$ cat config.mk
export PLATFORM = sky130hd
export DESIGN_NAME = lsu_sequencer
export DESIGN_NICKNAME = d
export VERILOG_FILES = /design/src/rtl/lsu_sequencer.sv
export SDC_FILE = /design/constraint.sdc
export NUM_CORES = 1
export LEC_CHECK = 0
export CORE_MARGIN = 2
export CORE_UTILIZATION = 50
export DETAILED_ROUTE_END_ITERATION = 8
export HOLD_SLACK_MARGIN = 0.03
export PLACE_DENSITY = 0.79
export SYNTH_ARGS = -nofsm -noshare
export SYNTH_HDL_FRONTEND = slang
export SYNTH_SLANG_ARGS = --single-unit
export TNS_END_PERCENT = 1
$ cat constraint.sdc
create_clock -name clk -period 12.45 [get_ports clk]
set_input_delay 2.49 -clock clk [delete_from_list [all_inputs] [get_ports clk]]
set_output_delay 2.49 -clock clk [all_outputs]
set_load 0.01 [all_outputs]
$ cat src/rtl/lsu_sequencer.sv
// Load/store sequencer: turns one decoded LSU op into one or two aligned
// 32-bit bus beats, merges/extends load data, and stalls the PC meanwhile.
// Ports:
//   clk, rst (async, active-high)
//   lsu_ctrl, addr, store_data : op from decode/regfile, held while stall=1
//   stall, load_valid, load_data, misaligned : back to the core
//   mem_valid/we/addr/wstrb/wdata : registered bus request
//   mem_rdata, mem_ready : bus response
module lsu_sequencer #(
  parameter bit SPLIT_MISALIGNED = 1'b1
) (
  input  logic        clk,
  input  logic        rst,
  input  logic [3:0]  lsu_ctrl,
  input  logic [31:0] addr,
  input  logic [31:0] store_data,
  output logic        stall,
  output logic        load_valid,
  output logic [31:0] load_data,
  output logic        misaligned,
  output logic        mem_valid,
  output logic        mem_we,
  output logic [31:0] mem_addr,
  output logic [3:0]  mem_wstrb,
  output logic [31:0] mem_wdata,
  input  logic [31:0] mem_rdata,
  input  logic        mem_ready
);

  typedef enum logic [1:0] {IDLE, BEAT0, BEAT1, DONE} state_t;

  state_t      r_state;
  logic [1:0]  r_o;
  logic [1:0]  r_width;
  logic        r_store;
  logic        r_zext;
  logic        r_split;
  logic [3:0]  r_strb_hi;
  logic [31:0] r_wdata_hi;
  logic [31:0] r_lo;

  logic [1:0]  w_width;
  logic [1:0]  w_o;
  logic        w_req;
  logic        w_mis;
  logic        w_fault;
  logic        w_go;
  logic [3:0]  w_nmask;
  logic [7:0]  w_strb8;
  logic [63:0] w_sh;
  logic [63:0] w_merge;
  logic        w_last;

  assign w_width = lsu_ctrl[1:0];
  assign w_o     = addr[1:0];
  assign w_req   = |w_width;
  assign w_mis   = (w_width == 2'b01 && w_o != 2'b00) ||
                   (w_width == 2'b10 && w_o == 2'b11);
  assign w_fault = w_req && w_mis && !SPLIT_MISALIGNED;
  assign w_go    = w_req && !w_fault;

  always_comb begin
    w_nmask = 4'b0001;
    unique case (w_width)
      2'b01:   w_nmask = 4'b1111;
      2'b10:   w_nmask = 4'b0011;
      default: w_nmask = 4'b0001;
    endcase
  end

  // Strobes and data laid out over two words; upper half feeds beat 1.
  assign w_strb8 = {4'b0000, w_nmask} << w_o;
  assign w_sh    = {32'd0, store_data} << {w_o, 3'b000};

  // Beat-1 read data arrives live; beat-0 data was parked in r_lo.
  assign w_merge = (r_state == BEAT1) ? {mem_rdata, r_lo}
                                      : {32'd0, mem_rdata};
  assign w_last  = mem_ready &&
                   ((r_state == BEAT0 && !r_split) || r_state == BEAT1);

  function automatic logic [31:0] f_ext(
    input logic [63:0] v,
    input logic [1:0]  o,
    input logic [1:0]  w,
    input logic        z
  );
    logic [63:0] s;
    s = v >> {o, 3'b000};
    unique case (w)
      2'b11:   f_ext = z ? {24'd0, s[7:0]} : {{24{s[7]}}, s[7:0]};
      2'b10:   f_ext = z ? {16'd0, s[15:0]} : {{16{s[15]}}, s[15:0]};
      default: f_ext = s[31:0];
    endcase
  endfunction

  always_comb begin
    stall = 1'b1;
    unique case (r_state)
      IDLE:    stall = w_go;
      DONE:    stall = 1'b0;
      default: stall = 1'b1;
    endcase
  end

  // Fault is reported in the request cycle so the PC can trap right away.
  assign misaligned = !rst && (r_state == IDLE) && w_fault;

  always_ff @(posedge clk or posedge rst) begin
    if (rst) begin
      r_state    <= IDLE;
      r_o        <= 2'b00;
      r_width    <= 2'b00;
      r_store    <= 1'b0;
      r_zext     <= 1'b0;
      r_split    <= 1'b0;
      r_strb_hi  <= 4'b0000;
      r_wdata_hi <= 32'd0;
      r_lo       <= 32'd0;
      mem_valid  <= 1'b0;
      mem_we     <= 1'b0;
      mem_addr   <= 32'd0;
      mem_wstrb  <= 4'b0000;
      mem_wdata  <= 32'd0;
      load_valid <= 1'b0;
      load_data  <= 32'd0;
    end else begin
      unique case (r_state)
        IDLE: begin
          load_valid <= 1'b0;
          if (w_go) begin
            r_o        <= w_o;
            r_width    <= w_width;
            r_store    <= lsu_ctrl[2];
            r_zext     <= lsu_ctrl[3];
            r_split    <= |w_strb8[7:4];
            r_strb_hi  <= w_strb8[7:4];
            r_wdata_hi <= w_sh[63:32];
            mem_valid  <= 1'b1;
            mem_we     <= lsu_ctrl[2];
            mem_addr   <= {addr[31:2], 2'b00};
            mem_wstrb  <= lsu_ctrl[2] ? w_strb8[3:0] : 4'b0000;
            mem_wdata  <= w_sh[31:0];
            r_state    <= BEAT0;
          end
        end
        BEAT0, BEAT1: begin
          if (w_last) begin
            mem_valid  <= 1'b0;
            mem_we     <= 1'b0;
            mem_wstrb  <= 4'b0000;
            load_valid <= !r_store;
            if (!r_store)
              load_data <= f_ext(w_merge, r_o, r_width, r_zext);
            r_state    <= DONE;
          end else if (mem_ready) begin
            r_lo      <= mem_rdata;
            mem_addr  <= mem_addr + 32'd4;
            mem_wstrb <= r_store ? r_strb_hi : 4'b0000;
            mem_wdata <= r_wdata_hi;
            r_state   <= BEAT1;
          end
        end
        DONE: begin
          load_valid <= 1'b0;
          r_state    <= IDLE;
        end
        default: r_state <= IDLE;
      endcase
    end
  end

endmodule
==> summary.txt <==
Outcome
  – Status: finished clean

Place
  – Port Buffer Count: 204
  – Final HPWL DP: approximately 18 mm
  – Gpl congestion: about 0.88
  – Post-placement worst setup slack: 5.849 ns

Detailed routing
  – First drt pass iteration count: 5
  – Routed WL per cell: 19.01 um
  – Routed WL: about 27 mm
  – Antenna-violating nets left: 0
  – DRC Markers: 0
  – Via count: 8516
  – Initial DRC Count: 793
  – Via density: approximately 6

Synthesis
  – Ys flop type: dfrtp_1
  – Post-Synthesis Cell Area: 0.009473 sq mm
  – Syn Area/Cell: approximately 9.3 sq um
  – Synth Area in Simple Gates: 15.35%
  – Synth unique cells: 61
  – FFs w/ async S/R, synth: between 90% and 100%
  – Syn Inst Count: about 1000
  – Synth Area in XOR/XNOR: 0%
  – Synth Area in Compound Gates: 19.71%
  – Number of synthesized flops with an enable pin: 0
  – Post-synthesis adder-cell area fraction: 1.189%
  – Largest family of logic cells by synthesized area: compound AO/OA/AOI/OAI gates
  – Dominant cell type by area after synthesis: dfrtp_1
  – Yosys top cell area share: 44.64%
  – Mux share of post-synthesis cell area: 14.48%
  – Register area share after synthesis: 44.64%
  – Cells taking the most area after synthesis: dfrtp_1 45%, mux2i_1 6.9%, mux2_2 6.4%
  – Synthesis-stage register bit count: 169
  – Yosys warnings: 0

CTS
  – Clk sinks: around 170
  – Max clock buf depth: 2
  – Cts bufs inserted: 17
  – Setup bufs post-CTS: 0
  – Resize count post-CTS: 0
  – Root Buffer: clkbuf_16
  – CTS H-Tree Depth: 4
  – Clock transition at path regs: 0.07 ns
  – CTS tree: done
  – CTS Hold Bufs: 0
  – Clock Latency Late Sink: 0.43 ns

Global route
  – Largest net degree at the start of global routing: 95
  – Global-route wire length before repair: 42.82 mm
  – All-Layer GR Usage: between 20% and 30%
  – Met1 Use GR: 37.87%
  – Vias in the first global route: 7952
  – GR Util met3: 5.771%
  – Gr ovfl total: 0
  – Initial antenna violation count: 1
  – GRT Max-Usage Layer: met2
  – Global-route met2 utilization: 41.16%

Timing
  – Max-slew violations: 0
  – Worst-Margin Slew: 1.113 ns
  – Final worst slack: 5.841 ns
  – F_max: 0.1513 GHz
  – Setup_tns: 0 ns
  – Final critical-path required period: 6.609 ns
  – Hold Fails Final Rpt: 0
  – RSZ-0062 raised after global routing: false
  – Slew headroom: 25.79%
  – Final number of setup-violating endpoints: 0
  – Period utilisation layout: between 50% and 60%
  – Layout Skew: between 0.01 and 0.015 ns

Final layout
  – Area delta synth->final: 28.34%
  – Nets: 1278
  – Share of layout cells above drive strength 1: a little over a tenth
  – ANT cells: 0

Worst setup path
  – Crit path capture type: primary output
  – Kind of critical path: input pin to primary output
  – Number of buffers and inverters on the critical path: 3
  – Worst Path Arrival: roughly 4.1 ns
  – Worst setup SP type: input pin
  – CP cell instances: clkdlybuf4s50_1 > inv_1 > ha_1 > mux2i_1 > clkdlybuf4s50_1
  – Slowest stage cell, crit path: clkdlybuf4s50_1
  – Worst-path maximum fanout: 7
  – Critical path's top delay family: buffers and inverters
  – Max incr delay on CP: 0.61 ns
  – Critical path required time: between 9 and 10 ns
  – Crit-path most repeated cell: clkdlybuf4s50_1

Power and ir drop
  – Leakage: 5.000 nW
  – Max VDD drop: between 0.15 and 0.2 mV
  – PwrDens: 277.3 mW/mm^2

Die
  – Ports: 208
  – Chip width: 141.6 um
  – Row cnt: 50
  – Initial Utilization: 50.81%
  – DIE HEIGHT: approximately 140 um
  – Die Area: between 0.02 and 0.025 sq mm
  – Core ar.: ~0.019 sq mm

Min path
  – Hold WC Path Type: register to register

Job
  – # Max-Cap Violations: 0
worst register-to-register path: cells and delay by family (launching register included):
family	cells	cell delay [ns]
buffers and inverters	3	1.85
AND/OR/NAND/NOR	1	0.61
flip-flops	1	0.45
AO/OA/AOI/OAI	2	0.35
adder cells (fa/ha/maj)	1	0.32
stage by stage:
stage	hold WS (ns)	utilization, %	power (mW)	instance area, sq um	cells
detailed placement	0.4643	61.84	2.796	11530	1381
finish	0.4741	65.21	3.372	12160	1413
global route	0.4969	65.21	3.595	12160	1413
CTS	0.4792	65.21	3.369	12160	1413
global placement	0.4525	61.84	2.739	11530	1381
floorplan	0.4498	-	2.148	9480	1017
kinds of logic after synthesis:
kind of cell    count (synthesis)
simple gates                  325
other cells                     1
flops                         169
fa+ha+maj                       9
buf+inv                        99
compound gates                288
mux                           124
cell usage after synthesis, types with 12 or more instances:
cell,count
a22o_1,12
nand3_1,29
mux2i_1,65
mux2_2,54
nand4_1,13
o22ai_1,15
a211oi_1,13
nand2_1,115
nor2b_1,12
a21oi_1,61
a31oi_1,20
dfrtp_1,169
clkbuf_1,50
buf_2,21
nor2_1,114
o31ai_1,12
o21ai_0,76
a221oi_1,25
metal layers:
layer / vias up / part of all wire [%] / routed length [um]
li1: 3993 / - / -
met1: 4078 / 43 / 11640
met2: 384 / 46 / 12300
met3: 61 / 7.7 / 2071
met4: 0 / 3.2 / 851
met5: - / 0 / 0
cell type report:
cell class	count	area (sq um)
Tap cell	234	292.8
Clock inverter	14	190.2
Fill cell	1499	6485
Sequential cell	169	4230
Inverter	12	50.05
Timing Repair Buffer	217	2130
Multi-Input combinational cell	749	4826
Clock buffer	18	439.2
path summary, 6_finish.rpt:
| kind | start | to | slack [ns] | cells past startpoint |
|---|---|---|---|---|
| setup / recovery | lsu_ctrl[0] | stall | 5.84 | 5 |
| hold / removal | load_data[12] | load_data[12] | 0.47 | 2 |
| setup reg to reg | r_state[0] | mem_addr[29] | 8.80 | 7 |
| hold reg to reg | load_data[12] | load_data[12] | 0.47 | 2 |
| max in group asynchronous | rst | r_lo[14] | 8.38 | 3 |
| min in group asynchronous | rst | r_lo[25] | 2.60 | 2 |
power breakdown:
group | switching, mW | internal, mW | leakage, nW
clock | 0.234 | 0.327 | 0.302
sequential | 0.238 | 0.825 | 2.04
combinational | 0.941 | 0.807 | 2.66
total | 1.41 | 1.96 | 5.00
cell usage in the layout (no fill, tap or decap), types with 3 or more instances in the layout:
master and instances:
nand4_1 13, a31o_2 4, and2_1 7, mux2_2 54
ha_1 7, a31oi_1 20, conb_1 3, a22oi_1 5
o211ai_1 11, mux4_2 5, o31ai_1 12, a211oi_1 13
nand2_1 114, o21ai_0 76, mux2i_1 65, clkinv_4 3
and3_1 7, a2bb2oi_1 9, nor2_1 113, nand2b_1 4
inv_1 9, clkdlybuf4s50_1 202, a21o_1 3, a21boi_0 4
nor2b_1 12, and4_1 4, bufinv_16 3, nor3_1 6
clkbuf_16 17, a221oi_1 25, o22ai_1 15, a22o_1 12
a21oi_1 61, inv_6 4, or4_1 3, nand3_1 29
buf_4 13, o22a_1 3, dfrtp_1 168
state kept, by name, summed over array words and instances, names as in the netlist, 2 cells and up:
register	flops
load_data	32
mem_wdata	32
r_lo	32
mem_addr	30
r_wdata_hi	24
mem_wstrb	4
r_strb_hi	3
r_o	2
r_state	2
r_width	2
No activity file was read; power rests on OpenSTA's default activity.
